--- src/rtl/conv_pkg.sv ---
// rtl/conv_pkg.sv - shared types and constants for the 3x3 convolution sequencer
package conv_pkg;

  typedef enum logic [2:0] {
    IDLE,
    LD_COEF,
    WAIT_DP,
    RD_WIN,
    DRAIN,
    DONE
  } state_e;

  localparam int NUM_TAPS  = 9;
  localparam int NUM_COEF  = 10;
  localparam int DEF_IMG_W = 28;
  localparam int DEF_IMG_H = 28;
  localparam int OUT_CNT   = (DEF_IMG_H - 2) * (DEF_IMG_W - 2);

  // Row and column offset of each tap inside the window; tap 0 sits in bits [1:0].
  localparam logic [17:0] TAP_ROW = {2'd2, 2'd2, 2'd2, 2'd1, 2'd1, 2'd1, 2'd0, 2'd0, 2'd0};
  localparam logic [17:0] TAP_COL = {2'd2, 2'd1, 2'd0, 2'd2, 2'd1, 2'd0, 2'd2, 2'd1, 2'd0};

  function automatic int num_windows(input int img_h, input int img_w);
    return (img_h - 2) * (img_w - 2);
  endfunction

endpackage

--- src/rtl/conv_sched_if.sv ---
// rtl/conv_sched_if.sv - memory, datapath and result-write signals of the sequencer
interface conv_sched_if;

  logic        start;
  logic        M0_R_req;
  logic [31:0] M0_addr;
  logic [31:0] M0_R_data;
  logic        coef_we;
  logic [3:0]  coef_idx;
  logic [31:0] coef_data;
  logic        dp_ready;
  logic        pix_valid;
  logic [3:0]  pix_idx;
  logic [31:0] pix_data;
  logic        pix_last;
  logic        dp_done;
  logic [3:0]  M1_W_req;
  logic [31:0] M1_addr;
  logic        finish;

  modport master (
    input  start, M0_R_data, dp_ready, dp_done,
    output M0_R_req, M0_addr, coef_we, coef_idx, coef_data,
           pix_valid, pix_idx, pix_data, pix_last, M1_W_req, M1_addr, finish
  );

  modport slave (
    output start, M0_R_data, dp_ready, dp_done,
    input  M0_R_req, M0_addr, coef_we, coef_idx, coef_data,
           pix_valid, pix_idx, pix_data, pix_last, M1_W_req, M1_addr, finish
  );

endinterface

--- src/rtl/conv_win_addr.sv ---
// rtl/conv_win_addr.sv - window row/col and tap counters producing the M0 word index
module conv_win_addr
  import conv_pkg::*;
#(
  parameter int IMG_W = 28,
  parameter int IMG_H = 28
) (
  input  logic        clk,
  input  logic        rst,
  input  logic        clear,
  input  logic        adv,
  output logic [15:0] word_idx,
  output logic [3:0]  tap_idx,
  output logic        tap_last,
  output logic        win_last
);

  logic [4:0]  row_q, row_d;
  logic [4:0]  col_q, col_d;
  logic [3:0]  tap_q, tap_d;
  logic [15:0] r_off, c_off;

  assign tap_idx  = tap_q;
  assign tap_last = (tap_q == 4'(NUM_TAPS - 1));
  assign win_last = (row_q == 5'(IMG_H - 3)) && (col_q == 5'(IMG_W - 3));

  always_comb begin
    r_off    = 16'(TAP_ROW[{tap_q, 1'b0} +: 2]);
    c_off    = 16'(TAP_COL[{tap_q, 1'b0} +: 2]);
    word_idx = (16'(row_q) + r_off) * 16'(IMG_W) + 16'(col_q) + c_off;
  end

  always_comb begin
    row_d = row_q;
    col_d = col_q;
    tap_d = tap_q;
    if (clear) begin
      row_d = '0;
      col_d = '0;
      tap_d = '0;
    end else if (adv) begin
      if (tap_last) begin
        tap_d = '0;
        // Columns stop at the last position where a full 3-wide window fits.
        if (col_q == 5'(IMG_W - 3)) begin
          col_d = '0;
          row_d = row_q + 5'd1;
        end else begin
          col_d = col_q + 5'd1;
        end
      end else begin
        tap_d = tap_q + 4'd1;
      end
    end
  end

  always_ff @(posedge clk or posedge rst) begin
    if (rst) begin
      row_q <= '0;
      col_q <= '0;
      tap_q <= '0;
    end else begin
      row_q <= row_d;
      col_q <= col_d;
      tap_q <= tap_d;
    end
  end

endmodule

--- src/rtl/conv_sched.sv ---
// rtl/conv_sched.sv - convolution sequencer: coefficient load, window streaming, result addressing
module conv_sched
  import conv_pkg::*;
#(
  parameter int IMG_W    = 28,
  parameter int IMG_H    = 28,
  parameter int W_BASE   = 784,
  parameter int B_BASE   = 793,
  parameter int OUT_BASE = 0
) (
  input  logic         clk,
  input  logic         rst,
  conv_sched_if.master bus
);

  localparam logic [9:0]  OUT_LAST = 10'(num_windows(IMG_H, IMG_W));
  localparam logic [15:0] W_WORD   = 16'(W_BASE);
  localparam logic [15:0] B_WORD   = 16'(B_BASE);

  state_e      state_q, state_d;
  logic [3:0]  coef_cnt_q, coef_cnt_d;
  logic        finish_q, finish_d;
  logic        req_q, req_d;
  logic [31:0] addr_q, addr_d;
  logic        tag_pix_q, tag_pix_d;
  logic [3:0]  tag_idx_q, tag_idx_d;
  logic        tag_last_q, tag_last_d;
  logic        coef_we_q, coef_we_d;
  logic [3:0]  coef_idx_q, coef_idx_d;
  logic        pix_valid_q, pix_valid_d;
  logic [3:0]  pix_idx_q, pix_idx_d;
  logic        pix_last_q, pix_last_d;
  logic [9:0]  out_cnt_q, out_cnt_d;
  logic [3:0]  m1_req_q, m1_req_d;
  logic [31:0] m1_addr_q, m1_addr_d;

  logic        issue, issue_pix, issue_last;
  logic [15:0] issue_word;
  logic [3:0]  issue_idx;
  logic [3:0]  coef_sel;
  logic [15:0] coef_word;
  logic        pending, accept;
  logic        win_clear, win_adv, win_tap_last, win_last;
  logic [15:0] win_word;
  logic [3:0]  win_tap;

  conv_win_addr #(
    .IMG_W (IMG_W),
    .IMG_H (IMG_H)
  ) u_win_addr (
    .clk      (clk),
    .rst      (rst),
    .clear    (win_clear),
    .adv      (win_adv),
    .word_idx (win_word),
    .tap_idx  (win_tap),
    .tap_last (win_tap_last),
    .win_last (win_last)
  );

  // The first coefficient read goes out with the start pulse, so IDLE always selects weight 0.
  assign coef_sel  = (state_q == IDLE) ? 4'd0 : coef_cnt_q;
  assign coef_word = (coef_sel < 4'(NUM_TAPS)) ? (W_WORD + 16'(coef_sel)) : B_WORD;
  assign pending   = req_q | coef_we_q | pix_valid_q;

  always_comb begin
    state_d    = state_q;
    coef_cnt_d = coef_cnt_q;
    finish_d   = finish_q;
    issue      = 1'b0;
    issue_pix  = 1'b0;
    issue_last = 1'b0;
    issue_word = '0;
    issue_idx  = '0;
    win_clear  = 1'b0;
    win_adv    = 1'b0;
    case (state_q)
      IDLE: begin
        if (bus.start) begin
          finish_d   = 1'b0;
          win_clear  = 1'b1;
          coef_cnt_d = 4'd1;
          issue      = 1'b1;
          issue_word = coef_word;
          issue_idx  = coef_sel;
          state_d    = LD_COEF;
        end
      end
      LD_COEF: begin
        issue      = 1'b1;
        issue_word = coef_word;
        issue_idx  = coef_sel;
        coef_cnt_d = coef_cnt_q + 4'd1;
        if (coef_cnt_q == 4'(NUM_COEF - 1)) state_d = WAIT_DP;
      end
      WAIT_DP: begin
        // Tap 0 leaves on the accepting cycle so a window costs exactly nine issue cycles.
        if (bus.dp_ready && !pending) begin
          issue      = 1'b1;
          issue_pix  = 1'b1;
          issue_word = win_word;
          issue_idx  = win_tap;
          issue_last = win_tap_last;
          win_adv    = 1'b1;
          state_d    = RD_WIN;
        end
      end
      RD_WIN: begin
        issue      = 1'b1;
        issue_pix  = 1'b1;
        issue_word = win_word;
        issue_idx  = win_tap;
        issue_last = win_tap_last;
        win_adv    = 1'b1;
        if (win_tap_last) state_d = win_last ? DRAIN : WAIT_DP;
      end
      DRAIN: begin
        if (out_cnt_q == OUT_LAST) begin
          finish_d = 1'b1;
          state_d  = DONE;
        end
      end
      DONE:    state_d = IDLE;
      default: state_d = IDLE;
    endcase
  end

  always_comb begin
    req_d      = issue;
    addr_d     = issue ? {14'd0, issue_word, 2'b00} : addr_q;
    tag_pix_d  = issue_pix;
    tag_idx_d  = issue_idx;
    tag_last_d = issue_last;

    coef_we_d   = req_q & ~tag_pix_q;
    coef_idx_d  = (req_q & ~tag_pix_q) ? tag_idx_q : coef_idx_q;
    pix_valid_d = req_q & tag_pix_q;
    pix_idx_d   = (req_q & tag_pix_q) ? tag_idx_q : pix_idx_q;
    pix_last_d  = req_q & tag_pix_q & tag_last_q;
  end

  // Results are only counted once coefficients are loaded and until the image is complete.
  always_comb begin
    accept    = bus.dp_done && (state_q != IDLE) && (state_q != LD_COEF) && (out_cnt_q != OUT_LAST);
    out_cnt_d = out_cnt_q;
    m1_req_d  = 4'h0;
    m1_addr_d = m1_addr_q;
    if (state_q == IDLE && bus.start) begin
      out_cnt_d = '0;
    end else if (accept) begin
      out_cnt_d = out_cnt_q + 10'd1;
      m1_req_d  = 4'hF;
      m1_addr_d = 32'(OUT_BASE) + {20'd0, out_cnt_q, 2'b00};
    end
  end

  always_ff @(posedge clk or posedge rst) begin
    if (rst) begin
      state_q     <= IDLE;
      coef_cnt_q  <= '0;
      finish_q    <= 1'b0;
      req_q       <= 1'b0;
      addr_q      <= '0;
      tag_pix_q   <= 1'b0;
      tag_idx_q   <= '0;
      tag_last_q  <= 1'b0;
      coef_we_q   <= 1'b0;
      coef_idx_q  <= '0;
      pix_valid_q <= 1'b0;
      pix_idx_q   <= '0;
      pix_last_q  <= 1'b0;
      out_cnt_q   <= '0;
      m1_req_q    <= 4'h0;
      m1_addr_q   <= '0;
    end else begin
      state_q     <= state_d;
      coef_cnt_q  <= coef_cnt_d;
      finish_q    <= finish_d;
      req_q       <= req_d;
      addr_q      <= addr_d;
      tag_pix_q   <= tag_pix_d;
      tag_idx_q   <= tag_idx_d;
      tag_last_q  <= tag_last_d;
      coef_we_q   <= coef_we_d;
      coef_idx_q  <= coef_idx_d;
      pix_valid_q <= pix_valid_d;
      pix_idx_q   <= pix_idx_d;
      pix_last_q  <= pix_last_d;
      out_cnt_q   <= out_cnt_d;
      m1_req_q    <= m1_req_d;
      m1_addr_q   <= m1_addr_d;
    end
  end

  assign bus.M0_R_req  = req_q;
  assign bus.M0_addr   = addr_q;
  assign bus.coef_we   = coef_we_q;
  assign bus.coef_idx  = coef_idx_q;
  assign bus.coef_data = bus.M0_R_data;
  assign bus.pix_valid = pix_valid_q;
  assign bus.pix_idx   = pix_idx_q;
  assign bus.pix_data  = bus.M0_R_data;
  assign bus.pix_last  = pix_last_q;
  assign bus.M1_W_req  = m1_req_q;
  assign bus.M1_addr   = m1_addr_q;
  assign bus.finish    = finish_q;

endmodule

--- src/flat_wrapper.sv ---
// flat-port wrapper written by rule: the top's interface ports become plain ports
module conv_sched_flat import conv_pkg::*;
#(
  parameter int IMG_W    = 28,
  parameter int IMG_H    = 28,
  parameter int W_BASE   = 784,
  parameter int B_BASE   = 793,
  parameter int OUT_BASE = 0
)
  (clk, rst, bus_start, bus_M0_R_data, bus_dp_ready, bus_dp_done, bus_M0_R_req, bus_M0_addr, bus_coef_we, bus_coef_idx, bus_coef_data, bus_pix_valid, bus_pix_idx, bus_pix_data, bus_pix_last, bus_M1_W_req, bus_M1_addr, bus_finish);
  conv_sched_if bus_i ();
  input  logic clk;
  input  logic rst;
  input wire logic [$bits(bus_i.start)-1:0] bus_start;
  input wire logic [$bits(bus_i.M0_R_data)-1:0] bus_M0_R_data;
  input wire logic [$bits(bus_i.dp_ready)-1:0] bus_dp_ready;
  input wire logic [$bits(bus_i.dp_done)-1:0] bus_dp_done;
  output wire logic [$bits(bus_i.M0_R_req)-1:0] bus_M0_R_req;
  output wire logic [$bits(bus_i.M0_addr)-1:0] bus_M0_addr;
  output wire logic [$bits(bus_i.coef_we)-1:0] bus_coef_we;
  output wire logic [$bits(bus_i.coef_idx)-1:0] bus_coef_idx;
  output wire logic [$bits(bus_i.coef_data)-1:0] bus_coef_data;
  output wire logic [$bits(bus_i.pix_valid)-1:0] bus_pix_valid;
  output wire logic [$bits(bus_i.pix_idx)-1:0] bus_pix_idx;
  output wire logic [$bits(bus_i.pix_data)-1:0] bus_pix_data;
  output wire logic [$bits(bus_i.pix_last)-1:0] bus_pix_last;
  output wire logic [$bits(bus_i.M1_W_req)-1:0] bus_M1_W_req;
  output wire logic [$bits(bus_i.M1_addr)-1:0] bus_M1_addr;
  output wire logic [$bits(bus_i.finish)-1:0] bus_finish;
  assign bus_i.start = bus_start;
  assign bus_i.M0_R_data = bus_M0_R_data;
  assign bus_i.dp_ready = bus_dp_ready;
  assign bus_i.dp_done = bus_dp_done;
  assign bus_M0_R_req = bus_i.M0_R_req;
  assign bus_M0_addr = bus_i.M0_addr;
  assign bus_coef_we = bus_i.coef_we;
  assign bus_coef_idx = bus_i.coef_idx;
  assign bus_coef_data = bus_i.coef_data;
  assign bus_pix_valid = bus_i.pix_valid;
  assign bus_pix_idx = bus_i.pix_idx;
  assign bus_pix_data = bus_i.pix_data;
  assign bus_pix_last = bus_i.pix_last;
  assign bus_M1_W_req = bus_i.M1_W_req;
  assign bus_M1_addr = bus_i.M1_addr;
  assign bus_finish = bus_i.finish;
  conv_sched #(.IMG_W(IMG_W), .IMG_H(IMG_H), .W_BASE(W_BASE), .B_BASE(B_BASE), .OUT_BASE(OUT_BASE)) u_core (.clk(clk), .rst(rst), .bus(bus_i));
endmodule
--- config.mk ---
export PLATFORM = sky130hd
export DESIGN_NAME = conv_sched_flat
export DESIGN_NICKNAME = d
export VERILOG_FILES = /design/src/rtl/conv_pkg.sv /design/src/rtl/conv_sched_if.sv /design/src/rtl/conv_win_addr.sv /design/src/rtl/conv_sched.sv /design/src/flat_wrapper.sv
export SDC_FILE = /design/constraint.sdc
export NUM_CORES = 1
export LEC_CHECK = 0
export BUFFER_PORTS_ARGS = -buffer_cell sky130_fd_sc_hd__buf_2
export CAP_MARGIN = 20
export CORE_UTILIZATION = 46
export CTS_CLUSTER_SIZE = 30
export DETAILED_ROUTE_END_ITERATION = 6
export GPL_ROUTABILITY_DRIVEN = 0
export PLACE_DENSITY = 0.79
export SLEW_MARGIN = 20
export SYNTH_ARGS = -nofsm -noshare
export SYNTH_HDL_FRONTEND = slang
export SYNTH_SLANG_ARGS = --single-unit
--- constraint.sdc ---
create_clock -name clk -period 3.9 [get_ports clk]
set_input_delay 0.195 -clock clk [delete_from_list [all_inputs] [get_ports clk]]
set_output_delay 0.195 -clock clk [all_outputs]
set_load 0.05 [all_outputs]
After elaboration in Yosys (flattened, before gate mapping)
Cells that the tools add are included.
{"block": "totals", "register_bits": 80, "in_bits": 37, "output_inout_bits": 145, "elab_cells": 119}
{"block": "op_classes", "n_addsub": 9, "mul": 1, "magnitude_cmp": 1, "n_eq_ne": 16, "n_shift": 2, "mux": 42, "bitwise_logic": 7, "reduce_logical": 22}
{"operator": "16-bit case mux with 4 select lines", "n": 1}
{"operator": "5-bit two-way mux", "n": 8}
{"operator": "4-bit two-way mux", "n": 9}
{"operator": "18-bit by 6-bit variable part select with 2-bit output, first input constant", "n": 2}
{"operator": "16-bit two-way mux", "n": 2}
{"operator": "10-bit two-way mux", "n": 2}
{"operator": "3-bit two-way mux", "n": 6}
{"operator": "4-bit case mux with 4 select lines", "n": 1}
{"operator": "3-bit case mux with 5 select lines", "n": 1}
{"operator": "12-bit by 2-bit adder with 13-bit output", "n": 1}
{"operator": "13-bit two-way mux", "n": 1}
{"operator": "11-bit by 5-bit adder with 12-bit output", "n": 1}
{"operator": "2-bit nonzero test", "n": 6}
{"operator": "10-bit by 4-bit adder with 11-bit output, first input constant", "n": 1}
{"operator": "10-bit by 1-bit adder with 10-bit output, second input constant", "n": 1}
{"operator": "5-bit by 1-bit adder with 5-bit output, second input constant", "n": 2}
{"operator": "10-bit equality test, second input constant", "n": 1}
{"operator": "5-bit equality test, second input constant", "n": 2}
{"operator": "10-bit != test, second input constant", "n": 1}
{"operator": "6-bit by 3-bit multiplier with 9-bit output, second input constant", "n": 1}
{"operator": "4-bit by 1-bit adder with 4-bit output, second input constant", "n": 2}
{"operator": "4-bit equality test, second input constant", "n": 2}
{"operator": "2-bit by 1-bit != test with 1-bit output, second input constant", "n": 4}
{"operator": "4-bit case mux with 2 select lines", "n": 1}
{"operator": "21 further kinds", "n": 41}

Longest topological paths before layout
Gate-level depths: netlist of the first run.
{"block": "logic_depth", "word_depth": 8, "depth_mapped": 17, "depth_no_buf": 17}

By module
Synthesis of the first run repeated with hierarchy kept, for this count alone.
{"block": "unflattened", "cells_unflattened": 528, "area_unflattened_um2": 5151.2}
{"module": "conv_sched", "instances": 1, "cells_each": 326, "area_each_um2": 3437.0, "seq_area_each_um2": 1576.5}
{"module": "conv_win_addr", "instances": 1, "cells_each": 202, "area_each_um2": 1714.1, "seq_area_each_um2": 350.3}

Worst setup path after synthesis of the first run
OpenSTA, ideal clock, no wires.
{"block": "synth_path", "kind": "register to register", "start": "reg u_core.u_win_addr.tap_q[2] (netlist: u_core.u_win_addr.tap_idx[2])", "end": "reg u_core.addr_q[11] (netlist: u_core.bus.M0_addr[11])", "setup_time_ps": 68, "arrival_ps": 4003, "t_required_ps": 3832, "path_slack_ps": -171, "stages_incl_launch_ff": 15, "n_path_buf": 1, "synth_period_minus_slack_ps": 4071, "path_cell_list": "dfrtp_1 clkbuf_1 mux2i_1 nor2_1 ha_1 fa_1 xor2_1 fa_1 ha_1 fa_1 a211oi_1 nor3b_1 nor4b_1 nor2b_1 o221a_1"}
{"block": "synth_between", "elab_chain_len": 7, "elab_cells_between_ends": 8, "classes_between": "add/sub (3); mul (1); shift (2); mux (2)"}
{"element": "start: declaration", "line": "conv_win_addr.sv:20", "source": "logic [3:0] tap_q, tap_d;"}
{"element": "start signal: assignment", "line": "conv_win_addr.sv:65", "source": "tap_q <= tap_d;"}
{"element": "18-bit by 6-bit variable part select with 2-bit output", "line": "conv_win_addr.sv:28", "source": "r_off = 16'(TAP_ROW[{tap_q, 1'b0} +: 2]);"}
{"element": "5-bit by 2-bit adder with 6-bit output", "line": "conv_win_addr.sv:30", "source": "word_idx = (16'(row_q) + r_off) * 16'(IMG_W) + 16'(col_q) + c_off;"}
{"element": "6-bit by 3-bit multiplier with 9-bit output", "line": "conv_win_addr.sv:30"}
{"element": "11-bit by 5-bit adder with 12-bit output", "line": "conv_win_addr.sv:30"}
{"element": "12-bit by 2-bit adder with 13-bit output *", "line": "conv_win_addr.sv:30"}
{"element": "13-bit two-way mux", "line": "conv_sched.sv:98", "source": "if (bus.dp_ready && !pending) begin"}
{"element": "16-bit case mux with 4 select lines *", "line": "conv_sched.sv:77", "source": "case (state_q)"}
{"element": "end signal: assignment", "line": "conv_sched.sv:180", "source": "addr_q <= addr_d;"}
{"element": "end: declaration", "line": "conv_sched.sv:24", "source": "logic [31:0] addr_q, addr_d;"}
Every way passes the cells marked *; elsewhere a longest branch is shown, timed or not.
A chain may end at the register's enable or synchronous reset.

Final worst setup path of the first run
{"block": "layout_path", "start": "reg u_core.u_win_addr.tap_q[1] (netlist: u_core.u_win_addr.tap_idx[1])", "end": "reg u_core.addr_q[9] (netlist: u_core.bus.M0_addr[9])"}
Same word-level chain as after synthesis.

==> results of run 1 <==
-- worst max-delay path by stage --
stage	end	slack, ns	depth (start not counted)
2_1_floorplan	u_core.bus.M0_addr[11]	0.01	14
3_3_place_gp	u_core.bus.M0_addr[11]	-0.009	14
3_5_place_dp	u_core.bus.M0_addr[11]	-0.16	14
4_1_cts	u_core.bus.M0_addr[12]	0.02	15
5_1_grt	u_core.bus.M0_addr[11]	-0.10	14
6_report	u_core.bus.M0_addr[9]	0.04	15
-- cells in the mapped netlist (8+ instances only) --
library cell / instances
inv_1: 18
mux2_2: 8
a21oi_1: 12
ha_1: 30
o21ai_0: 10
buf_4: 109
dfrtp_1: 73
clkbuf_1: 8
o21ai_1: 11
nand3_1: 15
nor2_1: 24
mux2_1: 10
nor2b_1: 10
xor2_1: 17
xnor2_1: 9
nand2_1: 32
-- flip-flops by register name, summed over array words and instances, names as in the netlist, 3 cells and up --
signal / count
u_core.bus.M0_addr: 12
u_core.bus.M1_addr: 10
u_core.bus.coef_idx: 4
u_core.bus.pix_idx: 4
u_core.coef_cnt_q: 4
u_core.out_cnt_q: 10
u_core.state_q: 3
u_core.tag_idx_q: 4
u_core.u_win_addr.col_q: 5
u_core.u_win_addr.row_q: 5
u_core.u_win_addr.tap_idx: 4
-- power breakdown --
group          internal, mW  leakage, nW  switching [mW]
clock network         0.360        0.102           0.299
logic                 0.614         1.52            1.17
registers              1.00        0.930           0.227
-- layout make-up --
| cell class | count | area (um^2) | share of cell area [%] |
|---|---|---|---|
| Multi-Input combinational cell | 330 | 2450 | 47.9 |
| Tap cell | 136 | 170 | 3.32 |
| Clock inverter | 6 | 92.6 | 1.81 |
| Inverter | 22 | 82.6 | 1.61 |
| Sequential cell | 73 | 1830 | 35.6 |
| Clock buffer | 9 | 124 | 2.42 |
| Timing Repair Buffer | 64 | 377 | 7.35 |
-- worst max-delay path, stage by stage (launching register included) --
cell and delay, ns:
dfrtp_1 0.41, ha_2 0.19, mux2i_1 0.16, nor2_1 0.07
ha_2 0.20, fa_2 0.41, xor2_4 0.18, fa_1 0.48
ha_2 0.21, fa_2 0.39, xor2_1 0.21, buf_4 0.15
buf_4 0.10, nand2_1 0.08, or4_1 0.48, nand3_1 0.10
-- layer usage --
layer | share of wire, % | up-vias | global-route usage (%) | routed length [um]
met5 | 0 | - | 0 | 0
met4 | 3.1 | 0 | 9.13 | 306
met3 | 5.4 | 32 | 4.05 | 532
met2 | 49 | 126 | 29.5 | 4830
met1 | 42 | 1688 | 21.6 | 4140
li1 | - | 1591 | - | -
-- cells by family (layout without fill, tap and decap cells) --
logic type | count (synthesis) | after routing | share of synthesized area [%]
AND/OR/NAND/NOR | 125 | 125 | 13.6
other | 1 | 42 | 0.0754
multiplexers | 21 | 21 | 4.68
adder cells (fa/ha/maj) | 34 | 34 | 9.15
flip-flops | 73 | 73 | 36.7
buffers and inverters | 146 | 101 | 19.4
AO/OA/AOI/OAI | 82 | 82 | 11.8
XOR/XNOR | 26 | 26 | 4.58
-- layout by cell type, fill, tap and decap left out, drive strengths merged, types with 10 or more instances in the layout --
cell	synthesis	routed
inv	22	23
nor2b	10	10
dfrtp	73	73
nand3	16	16
conb	1	42
nor2	24	24
buf	116	64
nand2	33	33
mux2	18	18
o21ai	22	22
xor2	17	17
a21oi	12	12
ha	30	30
-- repair_timing --
action / in CTS / in global routing
gates resized for setup: 13 / 11
setup buffers: 4 / 2
setup endpoints to repair: 4 / 5
pin swaps: 11 / 4
-- through the flow --
step                utilization [%]  area [um^2]  total power [mW]
global route                   49.2         5130              3.90
floorplan                         -         5140              2.74
finish                         49.2         5130              3.67
detailed placement             45.6         4750              2.97
CTS                            48.5         5050              3.66
global placement               45.6         4750              2.89
==> metrics.md, run 1 <==
| Metric | Value |
|---|---|
| Max VDD drop | ~0.42 mV |
| Synthesized flop and latch total | between 70 and 80 |
| HPWL after detailed placement | 7.01 mm |
| N_diodes | 0 |
| Max Cap Viol | 0 |
| Setup Crit Path Kind | flip-flop to flip-flop |
| Static Leak | approximately 2.5 nW |
| CTS tree | done |
| Tightest Pin Transition | roughly 0.90 ns |
| Power density over the cells | a little over 700 mW/mm^2 |
| Dominant cells by area after synthesis | dfrtp_1, buf_4, ha_1 |
| Hold slack final | -0.0144 ns |
| Cell area after technology mapping | 0.00498 mm^2 |
| Minimum clock period after layout | slightly below 4 ns |
| Vias in the first global route | ~3400 |
| WP data required | roughly 4.2 ns |
| Core area | 0.0104 mm^2 |
| # hold bufs at CTS | 0 |
| Non-filler cells, final | between 600 and 700 |
| Die height | between 100 and 150 um |
| I/O Buffers | 43 |
| All-Layer GR Usage | 17.8% |
| CP Launch Point | u_core.u_win_addr.tap_idx[1] |
| EDFF count, synth | 0 |
| Starting Density | between 40% and 50% |
| Syn_area_per_cell | just under 10 um^2 |
| Number of instances in the placed design | 619 |
| Die Wd | between 100 and 150 um |
| Detail-routed via count per cell | 5.37 |
| First-pass GRT wire length | 15.9 mm |
| Worst-path fanout max | 4 |
| Status | complete, but fails checks |
| Drt pass-1 iters | 4 |
| Failing checks | hold timing |
| Clk_skew | approximately 0.015 ns |
| Crit start category | flip-flop |
| Final WS setup | between 0.03 and 0.04 ns |
| Die ar. | roughly 0.011 mm^2 |
| Pre-CTS setup slack | -0.163 ns |
| Worst R2R Start | u_core.u_win_addr.tap_idx[1] |
| Netlist cell types | 69 |
| Ys async rst share | between 90% and 100% |
| R2r endpoint | u_core.bus.M0_addr[9] |
| Peak Freq | roughly 0.26 GHz |
| Post-synth top area cell | dfrtp_1 |
| Pin count of the biggest net entering global routing | 39 |
| Antenna violations before repair | 0 |
| H-Tree Depth | 3 |
| Fin nets | 571 |
| Predominant post-synthesis flop cell | dfrtp_1 |
| Initial DRC Count | roughly 190 |
| Share of layout cells above drive strength 1 | between 20% and 30% |
| Worst-Skew Late Latency | about 0.36 ns |
| Setup_tns | 0 ns |
| Grt ovf | 0 |
| Tcrit/Tclk final | slightly below 100% |
| Setup violators final | 0 |
| DRT antenna net count | 0 |
| Clock transition at path regs | 0.08 ns |
| Yosys warns | 0 |
| WL final | 9.81 mm |
| Sink Count | between 70 and 80 |
| Reg2Reg Setup Slack | slightly below 0.04 ns |
| WL/cell | 15.3 um |
| Row cnt | 37 |
| FILL cells | 965 |
| Via count | around 3400 |
| Area growth, synth to finish | 3.02% |
| Clock tree buffer depth | 2 |
| TritonCTS Buffers | 9 |
| Top-level I/O count | about 180 |
| Pins Over Slew Limit | 0 |
| RSZ-0062 raised after global routing | true |
| Register-to-Register Path Depth | 15 |
| # DRC | 0 |
| Sequential area share after synthesis | a little under two fifths |
| Min-Delay Path Class | primary input to asynchronous set/reset pin |
| CP endpoint kind | flip-flop |
| Final Hold Viols | 16 |
| Root buf cell | clkbuf_8 |
| Area share of the largest cell type after synthesis | approximately 37% |
| CP arrival | 4.15 ns |
| Slew HR | between 40% and 50% |
| Syn Inst Count | 508 |
Power figures use the tool's default switching activity.
==> inputs of run 2 (changes only) <==
Settings changed: ABC_AREA set to 1.
==> run 2 against run 1 <==
Net effect: the flow still finishes with violations (hold timing); sequential share of layout area shrank 0.64 points; via count grew 9.3%; non-clock buffer count shrank 7; largest cell class unchanged.
==> metrics.md, run 2 <==
| Metric | Value |
|---|---|
| Status | complete, but fails checks |
| Failing checks | hold timing |
| Area share of the largest cell type after synthesis | 35.7% (-0.97 points) |
| Final WS setup | 0.181 ns (+0.143 ns) |
| Min-Delay Path Class | primary input to asynchronous set/reset pin |
| Most frequent cells in the layout | nand2_1, dfrtp_1, inv_1 |
| Vias in the first global route | 3573 (+6.2%) |
| WP data required | 4.19 ns (about the same) |
| Syn Inst Count | 639 (+26%) |
| Post-synth top area cell | dfrtp_1 |
| EDFF count, synth | 0 (unchanged) |
| Setup violators final | 0 (unchanged) |
| Max FFs per register | 12 (unchanged) |
| Die height | 107 um (+1.3%) |
| Area growth, synth to finish | 2.13% |
| FILL cells | 1043 (+8.1%) |
| Die ar. | 0.0115 mm^2 (+2.7%) |
| Fin nets | 703 (+23%) |
| Placed inst area | 0.00488 mm^2 (+2.7%) |
| Pins Over Slew Limit | 0 (unchanged) |
| Top-level I/O count | 182 (unchanged) |
| Initial DRC Count | 179 (-7.3%) |
| Reg2Reg Setup Slack | 0.18 ns (+0.14 ns) |
| Root buf cell | clkbuf_8 |
| Number of instances in the placed design | 757 (+22%) |
| Tcrit/Tclk final | 95.4% (-3.7 points) |
| CP Launch Point | u_core.u_win_addr.tap_idx[0] |
| Non-filler cells, final | 777 (+21%) |
| All-Layer GR Usage | 17.8% (+0.023 points) |
| # DRC | 0 (unchanged) |
| Core area | 0.0108 mm^2 (+4.1%) |
| N_diodes | 0 (unchanged) |
| Predominant post-synthesis flop cell | dfrtp_1 |
| Peak Freq | 0.269 GHz (+3.8%) |
| # hold bufs at CTS | 0 (unchanged) |
| Most common cell after layout, fill and taps aside | nand2_1 |
| Synthesized flop and latch total | 73 (unchanged) |
| Static Leak | 2.71 nW (+6.5%) |
| Clock transition at path regs | 0.08 ns (about the same) |
| Netlist cell types | 41 (-41%) |
| Slew HR | 45.8% (+5.7 points) |
| Cell area after technology mapping | 0.00511 mm^2 (+2.7%) |
| First-pass GRT wire length | 16.3 mm (+2.5%) |
| CP dominant cell by count | nand2_1 |
| Via count | 3755 (+9.3%) |
| Pre-CTS setup slack | -0.0177 ns (+0.145 ns) |
| Met2 Usage GRT | 28.9% (-0.56 points) |
| Critical Path End | u_core.bus.M0_addr[10] |
| Detail-routed via count per cell | 4.83 (-10%) |
| Final std cell area, no fill | 0.00522 mm^2 (+1.8%) |
| Crit start category | flip-flop |
| Drt pass-1 iters | 4 (unchanged) |
| Max VDD drop | 0.579 mV (+38%) |
| Overall power | 5.19 mW (+42%) |
| CP arrival | 4.01 ns (-0.14 ns) |
| HPWL after detailed placement | 7.10 mm (+1.3%) |
| WL final | 9.73 mm (-0.86%) |
| Worst-path fanout max | 5 (+1) |
| Tightest Pin Transition | 0.812 ns (-0.0842 ns) |
| Final Hold Viols | 45 (+29) |
| Grt ovf | 0 (unchanged) |
| Power density over the cells | 995 mW/mm^2 (+39%) |
| GR met3 Demand/Resource | 4.42% (+0.37 points) |
| Dominant cells by area after synthesis | dfrtp_1, buf_4, nand2_1 |
| Row cnt | 38 (+2.7%) |
| WL/cell | 12.5 um (-18%) |
| RSZ-0062 raised after global routing | true |
| Critical-path top delay cell | fa_1 |
| Syn_area_per_cell | 8.00 um^2 (-18%) |
| Sequential area share after synthesis | 35.7% (-0.97 points) |
| H-Tree Depth | 3 (unchanged) |
| Antenna violations before repair | 0 (unchanged) |
| Max Cap Viol | 0 (unchanged) |
| Clock tree buffer depth | 2 (unchanged) |
| TritonCTS Buffers | 9 (unchanged) |
| CTS tree | done |
| Register-to-Register Path Depth | 19 (+4) |
| Ys async rst share | 100% (unchanged) |
| R2r endpoint | u_core.bus.M0_addr[10] |
| M1 GR Usage | 22.2% (+0.58 points) |
| Final core occ | 48.2% (-1.1 points) |
| Worst-Skew Late Latency | 0.35 ns (about the same) |
| Minimum clock period after layout | 3.72 ns (-0.143 ns) |
| Starting Density | 47.1% (-0.62 points) |
| Worst R2R Start | u_core.u_win_addr.tap_idx[0] |
| I/O Buffers | 43 (unchanged) |
| Sink Count | 73 (unchanged) |
| DRT antenna net count | 0 (unchanged) |
| Setup_tns | 0 ns (unchanged) |
| Pin count of the biggest net entering global routing | 47 (+21%) |
| Clk_skew | 0.00466 ns (-0.0101 ns) |
| CP endpoint kind | flip-flop |
| Most numerous cell in the Yosys netlist | nand2_1 |
| GR peak layer | met2 |
| CP max stage delay | 0.52 ns (+0.04 ns) |
| Die Wd | 107 um (+1.3%) |
| Setup Crit Path Kind | flip-flop to flip-flop |
| Yosys warns | 0 (unchanged) |
| CP Cell Sequence | ha_2, o21ai_1, nor2_1, ha_2, fa_2, xor2_4, fa_1, ha_2, fa_1, nand2_1, inv_1, nand2_1, nand2_1, nor2_1, nor2_2, inv_1, o21ai_0, nand2_1, nand3_1 |
| Hold slack final | -0.0357 ns (-0.0213 ns) |
| Share of layout cells above drive strength 1 | 18.5% (-6.1 points) |
| Top cells by count, synth | nand2_1, buf_4, dfrtp_1, inv_1, o21ai_0 |
## run 2: cell types whose count changed after synthesis, sizes merged, moves of 4 or more
cell | previous run | this run
nand3 | 16 | 33
a311oi | 4 | 0
o31ai | 5 | 0
inv | 22 | 77
clkbuf | 8 | 2
or3 | 4 | 0
nand2 | 33 | 132
nor2b | 10 | 0
mux2 | 18 | 0
nand4 | 7 | 11
o21ai | 22 | 51
a211oi | 7 | 1
xnor2 | 9 | 4
nor2 | 24 | 38
## run 2: routing by layer
metal	part of all wire [%]	wire, um	vias to the layer above
met5	0	0	-
met4	3.2	308	0
met3	5.8	566	35
met2	45	4380	100
met1	46	4480	1742
li1	-	-	1878
## run 2: layout make-up
class	instances	area [um^2]	area share (%)
inverter	77	293	5.61
timing repair buffer	57	324	6.21
multi-input combinational	414	2410	46.1
sequential	73	1830	35.0
clock inverter	7	70.1	1.34
tap	140	175	3.36
clock buffer	9	124	2.37
## run 2: worst max-delay path: cells and delay by family, from the launching register on
kind	cells	cell delay (ns)
buffers and inverters	2	0.13
AO/OA/AOI/OAI	2	0.26
flip-flops	1	0.43
AND/OR/NAND/NOR	8	0.61
adder cells (fa/ha/maj)	6	2.03
XOR/XNOR	1	0.18
## run 2: cells by family after synthesis
family          synth area share, %
buf+inv                        22.4
fa+ha+maj                      8.91
simple gates                   20.2
other cells                  0.0734
xor+xnor                       3.77
mux                           0.196
flops                          35.7
compound gates                 8.71
## run 2: repair_timing
action,CTS,global route
setup buffers,0,4
pin swaps,0,6
gates resized for setup,2,24
endpoints found under the setup margin,1,6
## run 2: where the power goes
group	switching, mW	internal, mW	total [mW]
combinational	2.15	1.19	3.34
clock	0.301	0.295	0.596
sequential	0.235	1.02	1.25
## run 2: how the worst min path moves through the flow
| stage | end | cells past startpoint |
|---|---|---|
| floorplan | u_core.bus.coef_we | 1 |
| global placement | bus_coef_data[0] | 0 |
| detailed placement | bus_coef_data[0] | 0 |
| CTS | u_core.bus.coef_idx[1] | 2 |
| global route | u_core.bus.pix_valid | 2 |
| finish | u_core.bus.pix_valid | 2 |
==> inputs of run 3 (changes only) <==
Settings changed: CORE_UTILIZATION 46 to 47, CTS_BUF_LIST set to sky130_fd_sc_hd__clkbuf_4 sky130_fd_sc_hd__clkbuf_8, PLACE_DENSITY 0.79 to 0.8.
==> run 3 against run 2 <==
Net effect: the run now ends clean; combinational power rose by 7.2%; sequential cell count stayed put; sequential power about the same; total power increased by 5.9%; non-clock buffer count grew 2; critical path depth down 2; largest power group unchanged.
==> metrics.md, run 3 (synthesized netlist as in run 2, its figures left out) <==
| Metric | Value |
|---|---|
| Worst-path fanout max | 4 (-1) |
| All-Layer GR Usage | 17.9% (+0.10 points) |
| # DRC | 0 (unchanged) |
| Peak Freq | 0.262 GHz (-2.4%) |
| Critical-path top delay cell | fa_1 |
| Tcrit/Tclk final | 97.7% (+2.4 points) |
| Area growth, synth to finish | 2.57% |
| Status | complete, no violations |
| Number of instances in the placed design | 754 (-0.40%) |
| H-Tree Depth | 3 (unchanged) |
| CP arrival | 4.10 ns (+0.09 ns) |
| Root buf cell | clkbuf_8 |
| Die Wd | 106 um (-1.1%) |
| Static Leak | 2.73 nW (+0.56%) |
| Detail-routed via count per cell | 5.04 (+4.3%) |
| First-pass GRT wire length | 16.5 mm (+1.0%) |
| Slew HR | 42.8% (-3.0 points) |
| Grt ovf | 0 (unchanged) |
| Pin count of the biggest net entering global routing | 43 (-8.5%) |
| Antenna violations before repair | 0 (unchanged) |
| Max FFs per register | 12 (unchanged) |
| Starting Density | 49.1% (+1.9 points) |
| Clk_skew | 0.0113 ns (+0.00669 ns) |
| Die height | 106 um (-1.1%) |
| Most frequent cells in the layout | nand2_1, dfrtp_1, inv_1 |
| WP data required | 4.18 ns (about the same) |
| DRT antenna net count | 0 (unchanged) |
| Clock tree buffer depth | 2 (unchanged) |
| N_diodes | 0 (unchanged) |
| Core area | 0.0104 mm^2 (-3.9%) |
| Top-level I/O count | 182 (unchanged) |
| Final Hold Viols | 0 (-100%) |
| Crit-path leading delay family | adder cells |
| CP endpoint kind | flip-flop |
| Most common cell after layout, fill and taps aside | nand2_1 |
| CP max stage delay | 0.61 ns (+0.09 ns) |
| Overall power | 5.50 mW (+5.9%) |
| Hold slack final | 0.0172 ns (+0.0529 ns) |
| Power density over the cells | 1050 mW/mm^2 (+5.4%) |
| Die ar. | 0.0113 mm^2 (-2.1%) |
| Row cnt | 37 (-2.6%) |
| Share of layout cells above drive strength 1 | 17.8% (-0.68 points) |
| CTS tree | done |
| Max VDD drop | 0.661 mV (+14%) |
| Min-Delay Path Class | primary input to asynchronous set/reset pin |
| Setup Crit Path Kind | flip-flop to flip-flop |
| Minimum clock period after layout | 3.81 ns (+0.0928 ns) |
| Sink Count | 73 (unchanged) |
| I/O Buffers | 43 (unchanged) |
| Non-filler cells, final | 775 (-0.26%) |
| Drt pass-1 iters | 4 (unchanged) |
| Crit start category | flip-flop |
| Worst-Skew Late Latency | 0.35 ns (about the same) |
| TritonCTS Buffers | 9 (unchanged) |
| Worst Path Buf+Inv | 1 (-1) |
| HPWL after detailed placement | 7.13 mm (+0.43%) |
| Vias in the first global route | 3740 (+4.7%) |
| Max Cap Viol | 0 (unchanged) |
| Pins Over Slew Limit | 0 (unchanged) |
| Tightest Pin Transition | 0.857 ns (+0.0442 ns) |
| CP Cell Sequence | ha_1, o21ai_1, nor2_1, ha_2, fa_2, xor2_4, fa_1, ha_2, fa_1, nand2_2, nor3_2, nor2_2, nor2_4, inv_2, o21ai_1, nand2_1, nand3_1 |
| Fin nets | 705 (+0.28%) |
| Setup violators final | 0 (unchanged) |
| WL final | 9.84 mm (+1.1%) |
| # hold bufs at CTS | 0 (unchanged) |
| Clock transition at path regs | 0.09 ns (about the same) |
| Via count | 3908 (+4.1%) |
| Final core occ | 50.3% (+2.2 points) |
| WL/cell | 12.7 um (+1.4%) |
| Initial DRC Count | 271 (+51%) |
==> run 3: power by group <==
group | switching, mW | internal [mW] | total (mW)
clock | 0.299 | 0.369 | 0.668
sequential | 0.230 | 1.02 | 1.25
combinational | 2.27 | 1.31 | 3.58
==> run 3: final cells by class <==
| class | count | area, um^2 |
|---|---|---|
| Clock buffer | 10 | 131 |
| Clock inverter | 6 | 92.6 |
| Fill cell | 954 | 5170 |
| Inverter | 77 | 292 |
| Multi-Input combinational cell | 414 | 2390 |
| Sequential cell | 73 | 1830 |
| Tap cell | 136 | 170 |
| Timing Repair Buffer | 59 | 335 |
==> run 3: what timing repair did <==
| action | CTS | global route |
|---|---|---|
| setup endpoints to repair | 6 | 6 |
| pin swaps | 1 | 7 |
| cloned | 0 | 0 |
| buffers inserted | 1 | 4 |
| resized for setup | 3 | 21 |
==> run 3: through the flow <==
stage | area (um^2) | setup WS [ns] | TNS, ns
3_5_place_dp | 4880 | -0.237 | -0.844
2_1_floorplan | 5270 | 0.0147 | 0
5_1_grt | 5240 | -0.0372 | -0.0708
6_report | 5240 | 0.0884 | 0
4_1_cts | 5130 | 0.0102 | 0
3_3_place_gp | 4880 | -0.0740 | -0.126
==> run 3: path summary, 6_finish.rpt <==
check	from	end	slack [ns]	cells past startpoint
max	u_core.u_win_addr.tap_idx[1]	u_core.bus.M0_addr[10]	0.09	17
min	rst	u_core.u_win_addr.tap_idx[2]	0.02	2
max reg2reg	u_core.u_win_addr.tap_idx[1]	u_core.bus.M0_addr[10]	0.09	17
min reg2reg	u_core.tag_pix_q	u_core.bus.coef_we	0.46	1
max in group asynchronous	rst	u_core.bus.M0_addr[11]	2.96	3
min in group clk	bus_dp_ready	u_core.state_q[2]	0.33	5
==> run 3: per-layer routing <==
layer	up-vias	global-route usage [%]	part of all wire, %
li1	1876	-	-
met1	1839	21.4	42
met2	157	30.4	50
met3	36	3.74	5.9
met4	0	9.03	2.0
met5	-	0	0
